==> src/rtl/v_rx_text.sv <==
// ---------------------------------------------------------------------------
// v_rx_text -- inbound text chunk receiver.
//
// Assembles a text chunk from a UART byte stream.  Chunk layout on the wire:
//   type byte (INTERFACE_RX_CHUNK_TYPE), size byte, then `size` payload bytes.
// A completed chunk is published on text_bytes/text_size and held with
// text_ready until the consumer acknowledges it.
//
// Optional feature macro: V_RX_TEXT_TIMEOUT_EN
//   When defined, an inter-byte timeout of TIMEOUT_CYCLES clocks drops a
//   stalled frame (frame_error pulse, back to IDLE).  When undefined, no
//   counter is built and the receiver waits indefinitely mid-frame.
//
// Ports:
//   CLK          in   single clock, rising edge
//   RST          in   asynchronous active-high reset
//   rx_byte      in   received byte, sampled when rx_valid=1
//   rx_valid     in   one-cycle strobe per received byte
//   text_bytes   out  completed payload, byte i at [i*8+7:i*8]
//   text_size    out  payload length of the completed chunk
//   text_ready   out  completed chunk available, held until text_ack
//   text_ack     in   consumer acknowledge (ignored unless a chunk is held)
//   frame_error  out  one-cycle pulse on a dropped frame (oversize/timeout)
//   overrun      out  one-cycle pulse when a byte arrives while text_ready=1
//   dbg_state    out  current FSM state (0 IDLE, 1 SIZE, 2 PAYLOAD, 3 DONE)
//
// Handshake: text_ready rises one cycle after the strobe of the final byte
// and stays high, with text_bytes/text_size stable, until a cycle in which
// text_ack=1; on that edge text_ready drops and the receiver rearms.  Bytes
// strobed while text_ready=1 (including in the ack cycle) are dropped.
// ---------------------------------------------------------------------------
module v_rx_text #(
  parameter int INTERFACE_RX_CHUNK_TYPE = 6,
  parameter int TEXT_BUFFER_BYTE_SIZE   = 33,
  parameter int TEXT_BUFFER_INDEX_SIZE  = 8,
  parameter int TIMEOUT_CYCLES          = 1000000
) (
  input  logic                                   CLK,
  input  logic                                   RST,
  input  logic [7:0]                             rx_byte,
  input  logic                                   rx_valid,
  output logic [(TEXT_BUFFER_BYTE_SIZE-1)*8-1:0] text_bytes,
  output logic [TEXT_BUFFER_INDEX_SIZE-1:0]      text_size,
  output logic                                   text_ready,
  input  logic                                   text_ack,
  output logic                                   frame_error,
  output logic                                   overrun,
  output logic [1:0]                             dbg_state
);

  localparam int CAP = TEXT_BUFFER_BYTE_SIZE - 1;
  localparam int BW  = CAP * 8;
  localparam logic [7:0] TYPE_BYTE = 8'(INTERFACE_RX_CHUNK_TYPE);
  localparam logic [7:0] CAP_BYTE  = 8'(CAP);

  typedef enum logic [1:0] {
    IDLE    = 2'd0,
    SIZE    = 2'd1,
    PAYLOAD = 2'd2,
    DONE    = 2'd3
  } state_t;

  state_t                              state;
  logic [TEXT_BUFFER_INDEX_SIZE-1:0]   size_q;
  logic [TEXT_BUFFER_INDEX_SIZE-1:0]   index;
  logic [BW-1:0]                       work_buf;
  logic [BW-1:0]                       buf_next;

`ifdef V_RX_TEXT_TIMEOUT_EN
  localparam logic [31:0] TMO_LAST = 32'(TIMEOUT_CYCLES - 1);
  logic [31:0] tmo_cnt;
`endif

  assign dbg_state = state;

  // Working buffer with the current byte dropped into slot [index]; used both
  // to update the buffer and to publish the final byte in the same edge.
  always_comb begin
    buf_next = work_buf;
    for (int i = 0; i < CAP; i++) begin
      if (index == TEXT_BUFFER_INDEX_SIZE'(i)) buf_next[i*8 +: 8] = rx_byte;
    end
  end

  always_ff @(posedge CLK or posedge RST) begin
    if (RST) begin
      state       <= IDLE;
      size_q      <= '0;
      index       <= '0;
      work_buf    <= '0;
      text_bytes  <= '0;
      text_size   <= '0;
      text_ready  <= 1'b0;
      frame_error <= 1'b0;
      overrun     <= 1'b0;
`ifdef V_RX_TEXT_TIMEOUT_EN
      tmo_cnt     <= '0;
`endif
    end else begin
      frame_error <= 1'b0;
      overrun     <= 1'b0;

`ifdef V_RX_TEXT_TIMEOUT_EN
      if ((state == SIZE) || (state == PAYLOAD)) begin
        if (rx_valid) tmo_cnt <= '0;
        else          tmo_cnt <= tmo_cnt + 32'd1;
      end else begin
        tmo_cnt <= '0;
      end
`endif

      case (state)
        IDLE: begin
          if (rx_valid && (rx_byte == TYPE_BYTE)) state <= SIZE;
        end

        SIZE: begin
          if (rx_valid) begin
            if (rx_byte > CAP_BYTE) begin
              frame_error <= 1'b1;
              state       <= IDLE;
            end else if (rx_byte == 8'd0) begin
              // Empty chunk: publish immediately.
              text_bytes <= '0;
              text_size  <= '0;
              text_ready <= 1'b1;
              state      <= DONE;
            end else begin
              size_q   <= TEXT_BUFFER_INDEX_SIZE'(rx_byte);
              work_buf <= '0;
              index    <= '0;
              state    <= PAYLOAD;
            end
          end
        end

        PAYLOAD: begin
          if (rx_valid) begin
            work_buf <= buf_next;
            index    <= index + 1'b1;
            if (index == size_q - 1'b1) begin
              text_bytes <= buf_next;
              text_size  <= size_q;
              text_ready <= 1'b1;
              state      <= DONE;
            end
          end
        end

        DONE: begin
          if (rx_valid) overrun <= 1'b1;
          if (text_ack) begin
            text_ready <= 1'b0;
            state      <= IDLE;
          end
        end

        default: state <= IDLE;
      endcase

`ifdef V_RX_TEXT_TIMEOUT_EN
      // Only reachable with no strobe this cycle, so it never competes with
      // the byte handling above.
      if (((state == SIZE) || (state == PAYLOAD)) && !rx_valid &&
          (tmo_cnt == TMO_LAST)) begin
        frame_error <= 1'b1;
        state       <= IDLE;
        tmo_cnt     <= '0;
      end
`endif
    end
  end

endmodule

==> config.mk <==
export PLATFORM = sky130hd
export DESIGN_NAME = v_rx_text
export DESIGN_NICKNAME = d
export VERILOG_FILES = /design/src/rtl/v_rx_text.sv
export SDC_FILE = /design/constraint.sdc
export NUM_CORES = 1
export LEC_CHECK = 0
export BUFFER_PORTS_ARGS = -buffer_cell sky130_fd_sc_hd__buf_2
export CORE_UTILIZATION = 59
export DETAILED_ROUTE_END_ITERATION = 8
export GPL_TIMING_DRIVEN = 0
export PLACE_DENSITY_LB_ADDON = 0.12
export SKIP_LAST_GASP = 1
export SLEW_MARGIN = 20
export SYNTH_ARGS = -nofsm -noshare
export SYNTH_HDL_FRONTEND = slang
export SYNTH_SLANG_ARGS = --single-unit
==> constraint.sdc <==
create_clock -name CLK -period 23.9 [get_ports CLK]
set_input_delay 2.39 -clock CLK [delete_from_list [all_inputs] [get_ports CLK]]
set_output_delay 2.39 -clock CLK [all_outputs]
set_load 0.1 [all_outputs]
* Word level (Yosys, flattened, before mapping) *
Index checks and enable logic that the tools add are counted.

storage, ports and cells
  bits in read-only memories = 0
  register bits after elaboration = 541
  bits in writable memories = 0
  bits of input ports = 12
  memories = 0
  latch bits = 0
  word-level logic and storage cells = 143
  output and inout bits = 269

operators by class
  equal/unequal tests = 44
  divide/modulo/power cells = 0
  muxes and demuxes = 74
  reduce and logical (&&, ||, !) cells = 11
  bitwise logic cells = 2
  $mul = 0
  shift-type cells = 0
  $lt $le $gt $ge = 1
  add/sub/neg operators = 2

operator list
  cell                   count
  $mux W256              9
  $pmux W256 S2          2
  $mux W8                41
  $eq A8 B5 Y1 const B   16
  $eq A8 B4 Y1 const B   8
  $eq A8 B3 Y1 const B   5
  $pmux W8 S2            2
  $eq A8 B2 Y1 const B   2
  $logic_not A8 Y1       2
  $ne A2 B2 Y1 const B   8
  $mux W1                12
  $mux W2                6
  $reduce_and A5 Y1      2
  $add A8 B1 Y8 const B  1
  $eq A8 B1 Y1 const B   1
  $eq A8 B8 Y1           1
  $gt A8 B6 Y1 const B   1
  $pmux W2 S4            1
  $sub A8 B1 Y8 const B  1
  $reduce_and A7 Y1      1
  $reduce_and A6 Y1      1
  $eq A2 B2 Y1 const B   2
  $reduce_and A4 Y1      1
  $pmux W1 S3            1
  6 further kinds        7

* Logic depth before layout (Yosys ltp) *
  depth in word-level cells = 5
  depth in mapped cells = 10

* Worst setup path before layout *
Ideal clock, no wire load.

  kind = input to register
  start = input rx_byte[0]
  end = register work_buf[16]
  buffers on the path = 2
  setup slack = 19.969 ns
  stages on the path = 7
  library setup time = 0.130 ns
  data arrival time = 3.801 ns
  data required time = 23.770 ns
  path through = nor3_1 -> a21bo_2 -> a31o_2 -> buf_2 -> buf_2 -> o21ai_2 -> o2bb2ai_1

between the ends
  cells in the longest elaborated chain, start to end = 3

RTL lines
  element                                                              line  RTL
  from (decl)                                                          40    input logic [7:0] rx_byte,
  $gt A8 B6 Y1 (tied with other cells)                                 119   if (rx_byte > CAP_BYTE) begin
  $ne A2 B2 Y1 (no source line) or $mux W256 (tied branches)           --
  $reduce_and A5 Y1 (no source line) or $pmux W256 S2 (tied branches)  --
  to (signal assigned)                                                 139   work_buf <= buf_next;
  to (decl)                                                            66    logic [BW-1:0] work_buf;

Several ways; a longest one is shown, not always the timed one. The select of a mux whose other input is x is not followed.
A chain may end at the register's enable or synchronous reset.

* Worst setup path in the final report *
  start = input rx_byte[5]
  end = register text_bytes[33]

between the ends
  cells in the longest elaborated chain, start to end = 3

RTL lines
  element                                           line      RTL
  $gt A8 B6 Y1 or $logic_not A8 Y1 (tied branches)  119, 122
  $ne A2 B2 Y1 (no source line)                     --
  $reduce_and A6 Y1 (no source line) *              --
  to (signal assigned)                              142       text_bytes <= buf_next;
  to (decl)                                         42        output logic [(TEXT_BUFFER_BYTE_SIZE-1)*8-1:0] text_bytes,

Every way passes the cells marked *; elsewhere a longest branch is shown, timed or not.

==> implementation parameters <==
Parameter                              Value

Yosys
  Cell taking the most area after synthesis ... dfrtp_1
  Average cell area after synthesis ... 11.3 um2
  Area fraction in and, or, nand and nor cells after synthesis ... 0.111
  Share of async-settable or async-resettable flops after synthesis ... 1.00
  Synth Cell Area ... 26000 um2
  Synthesis-stage register bit count ... 541
  Cells after synthesis ... 2290
  Seq/Total Area, Yosys ... 0.521
  Multiplexer share of the synthesized area ... 0.215
  Syn_nets ... 2307
  Post-synthesis share of cell area spent on xor and xnor gates ... 0.00371
  Dominant combinational cell family by area after synthesis ... multiplexers
  Count of flip-flops with a built-in enable after synthesis ... 0
  Yosys synthesis warning count ... 0
  Top post-synthesis cells by area ... dfrtp_1, mux2_2, mux2i_1, o2bb2ai_1, nand2_1
  Number of distinct standard cells referenced by the synthesized netlist ... 47
  Most used standard cells in the synthesized netlist ... nand2_1, dfrtp_1, mux2i_1
  Flip-flop cell with the highest count after synthesis ... dfrtp_1
  Share of synthesized cell area in full adder, half adder and majority cells ... 0.00241
  Synth Area in Compound Gates ... 0.101
  Area share of the largest cell type after synthesis ... 0.521
  Most frequent cell after synthesis ... nand2_1

STA
  Number of endpoints failing setup at the final stage ... 0
  Setup TNS after final layout ... 0 ns
  Relative slew margins ... 0.318
  Period minus WS final ... 4.70 ns
  Fmax ... 213 MHz
  Worst Skew ... 0.0193 ns
  Actual slew at the worst max-slew pin ... 1.02 ns
  Final worst-path setup slack ... 19.20 ns
  Number of pins exceeding their max-slew limit in the final report ... 0
  Unrepaired setup endpoints after global routing ... false
  Final Cycle Share ... 0.197
  Final Hold Viols ... 0

Placement
  Port buffer count ... 275
  Placer congestion estimate ... 0.914
  Number of cells in the design after placement ... 3155
  Half-perimeter wire length after detailed placement ... 51500 um
  DP Worst Slack ... 18.83 ns

Floorplan
  # IOs ... 281
  X dimension of the die ... 212 um
  Cell Rows ... 76
  Placeable Area ... 43300 um2
  Die extent in y ... 212 um
  Initial core utilization ... 0.600
  Die area ... 44800 um2

Setup path
  Setup crit start kind ... primary input
  Data required, critical path ... 24.42 ns
  Worst setup EP type ... flip-flop
  Worst EP arrival ... 5.22 ns
  Largest fanout on the critical path ... 10
  Type of the worst setup path ... primary input to flip-flop

GRT
  Global routing met2 resource utilization ... 0.550
  Most utilized layer in the global route result ... met2
  Maximum number of pins on one net before global-route repair ... 104
  Met1 Track Usage GR ... 0.469
  Grt ovf ... 0
  GRT met3 Usage ... 0.0678
  Antenna violations before repair ... 1
  Vias in the first global route ... 20400
  Global-route wire length before repair ... 117000 um
  GRT Overall Usage ... 0.344

Clock tree
  Clock-pin slew of the registers on the worst-case setup and hold paths ... 0.06 ns
  Number of buffers added by the clock tree synthesis step ... 55
  CTS hold repair buffers ... 0
  Number of buffers added for setup after CTS ... 0
  CTS-repair resized insts ... 0
  Clock tree from TritonCTS ... yes
  # H-tree levels ... 2
  Clock buffer depth ... 3
  CTS sink cnt ... 541
  Later-pin clock latency in the skew report ... 0.61 ns
  Cell chosen for the clock root ... clkbuf_16

Outcome
  Outcome ... completed

Finish
  Area delta synth->final ... 16.2%
  Inserted Diodes ... 0
  Proportion of layout cells with a drive suffix above 1 ... 0.260
  Layout Nets ... 2644
  FILL cells ... 3251
  Non-Filler Instances ... 3257
  Utilization of the core after routing ... 0.697

Routing
  Number of detailed-routing iterations run before antenna repair ... 6
  Via density per instance ... 6.11
  Initial DRC count ... 1824
  Mean routed wirelength per cell ... 23.4 um
  Via count of the routed design ... 19900
  Routed wire length ... 76200 um
  Number of DRC violations after detailed routing ... 0
  Number of nets with antenna violations after detailed routing ... 0

Flow run
  Max-capacitance violation count ... 0

Pwr
  Power per unit of standard cell area ... 81.9 nW/um2
  Cell leakage power ... 13.6 nW
  Worst supply voltage drop on vdd ... 0.0580 mV

Min path
  Worst min-delay path category ... flip-flop to flip-flop
## placed cells by master (no fill, tap or decap), types with 2 or more instances in the layout
cell type | synthesis | layout
nand2_1 | 587 | 587
dfrtp_1 | 541 | 541
buf_2 | 6 | 281
mux2i_1 | 264 | 264
mux2_2 | 260 | 260
o2bb2ai_1 | 256 | 256
clkbuf_1 | 132 | 143
clkbuf_16 | 0 | 57
nor2_1 | 42 | 42
nand3_1 | 36 | 36
buf_12 | 29 | 29
clkbuf_8 | 0 | 21
o21ai_2 | 19 | 19
o21ai_1 | 13 | 13
nor2b_1 | 10 | 10
clkinv_2 | 0 | 8
xor2_1 | 7 | 7
nand4_1 | 7 | 7
o21ai_0 | 7 | 7
nand2b_1 | 6 | 6
buf_1 | 6 | 6
nor3b_1 | 6 | 6
ha_1 | 5 | 5
bufinv_16 | 0 | 5
buf_16 | 0 | 5
nor3_1 | 4 | 4
xnor2_1 | 4 | 4
inv_1 | 5 | 4
a21oi_1 | 4 | 4
and3_1 | 3 | 3
or3_1 | 3 | 3
buf_6 | 2 | 2
nand3b_1 | 2 | 2
and2_1 | 2 | 2
or2_2 | 2 | 2
and4_1 | 2 | 2
o31ai_1 | 2 | 2
a31oi_1 | 2 | 2
## cell type report
cell class | instances | area [um2] | area share
sequential | 541 | 13500 | 0.449
multi-input combinational | 1568 | 11200 | 0.373
clock buffer | 89 | 1760 | 0.0582
timing repair buffer | 280 | 1510 | 0.0502
buffer | 176 | 1160 | 0.0383
tap | 585 | 732 | 0.0243
clock inverter | 13 | 190 | 0.00631
inverter | 5 | 26.3 | 0.000871
## stage by stage
stage / instance area (um2) / hold slack (ns) / power, W
3_3_place_gp: 28100 / 0.465 / 0.00154
5_1_grt: 30200 / 0.492 / 0.00254
3_5_place_dp: 28200 / 0.468 / 0.00155
6_report: 30200 / 0.481 / 0.00247
2_1_floorplan: 26000 / 0.451 / 0.00138
4_1_cts: 30200 / 0.484 / 0.00246
## critical path, cell delays in order
cell and delay (ns):
clkbuf_1 0.68, nor3_1 0.22, and3_1 0.26, nand2b_1 0.12, clkbuf_1 0.77, clkbuf_1 0.50, nand2_1 0.10, mux2i_1 0.17
## where the power goes
group | switching [W] | internal [W]
registers | 0.0000260 | 0.000941
clock network | 0.000367 | 0.000554
logic | 0.000430 | 0.000153
## flip-flops by register name (all words and copies together) (netlist names), named ones only
signal / cells
overrun: 1
text_bytes: 256
size_q: 8
dbg_state: 1
text_ready: 1
text_size: 8
index: 8
frame_error: 1
work_buf: 256
## logic make-up after synthesis
| kind of cell | Yosys count |
|---|---|
| flip-flops | 541 |
| adder cells (fa/ha/maj) | 5 |
| multiplexers | 524 |
| AND/OR/NAND/NOR | 716 |
| buffers and inverters | 181 |
| XOR/XNOR | 11 |
| AO/OA/AOI/OAI | 312 |
## path summary, 6_finish.rpt
check | end | depth (start not counted) | slack, ns | from
min in group asynchronous | text_bytes[200] | 2 | 1.88 | RST
hold reg to reg | work_buf[148] | 1 | 0.48 | work_buf[148]
hold / removal | work_buf[148] | 1 | 0.48 | work_buf[148]
setup / recovery | text_bytes[33] | 8 | 19.20 | rx_byte[5]
max in group asynchronous | work_buf[58] | 5 | 20.27 | RST
setup reg to reg | text_bytes[176] | 8 | 20.84 | index[0]
## routing by layer
| metal | wire (um) | vias to the layer above |
|---|---|---|
| li1 | - | 8745 |
| met1 | 31800 | 10100 |
| met2 | 36100 | 858 |
| met3 | 6060 | 171 |
| met4 | 2240 | 2 |
| met5 | 12 | - |
Power figures use the tool's default switching activity.
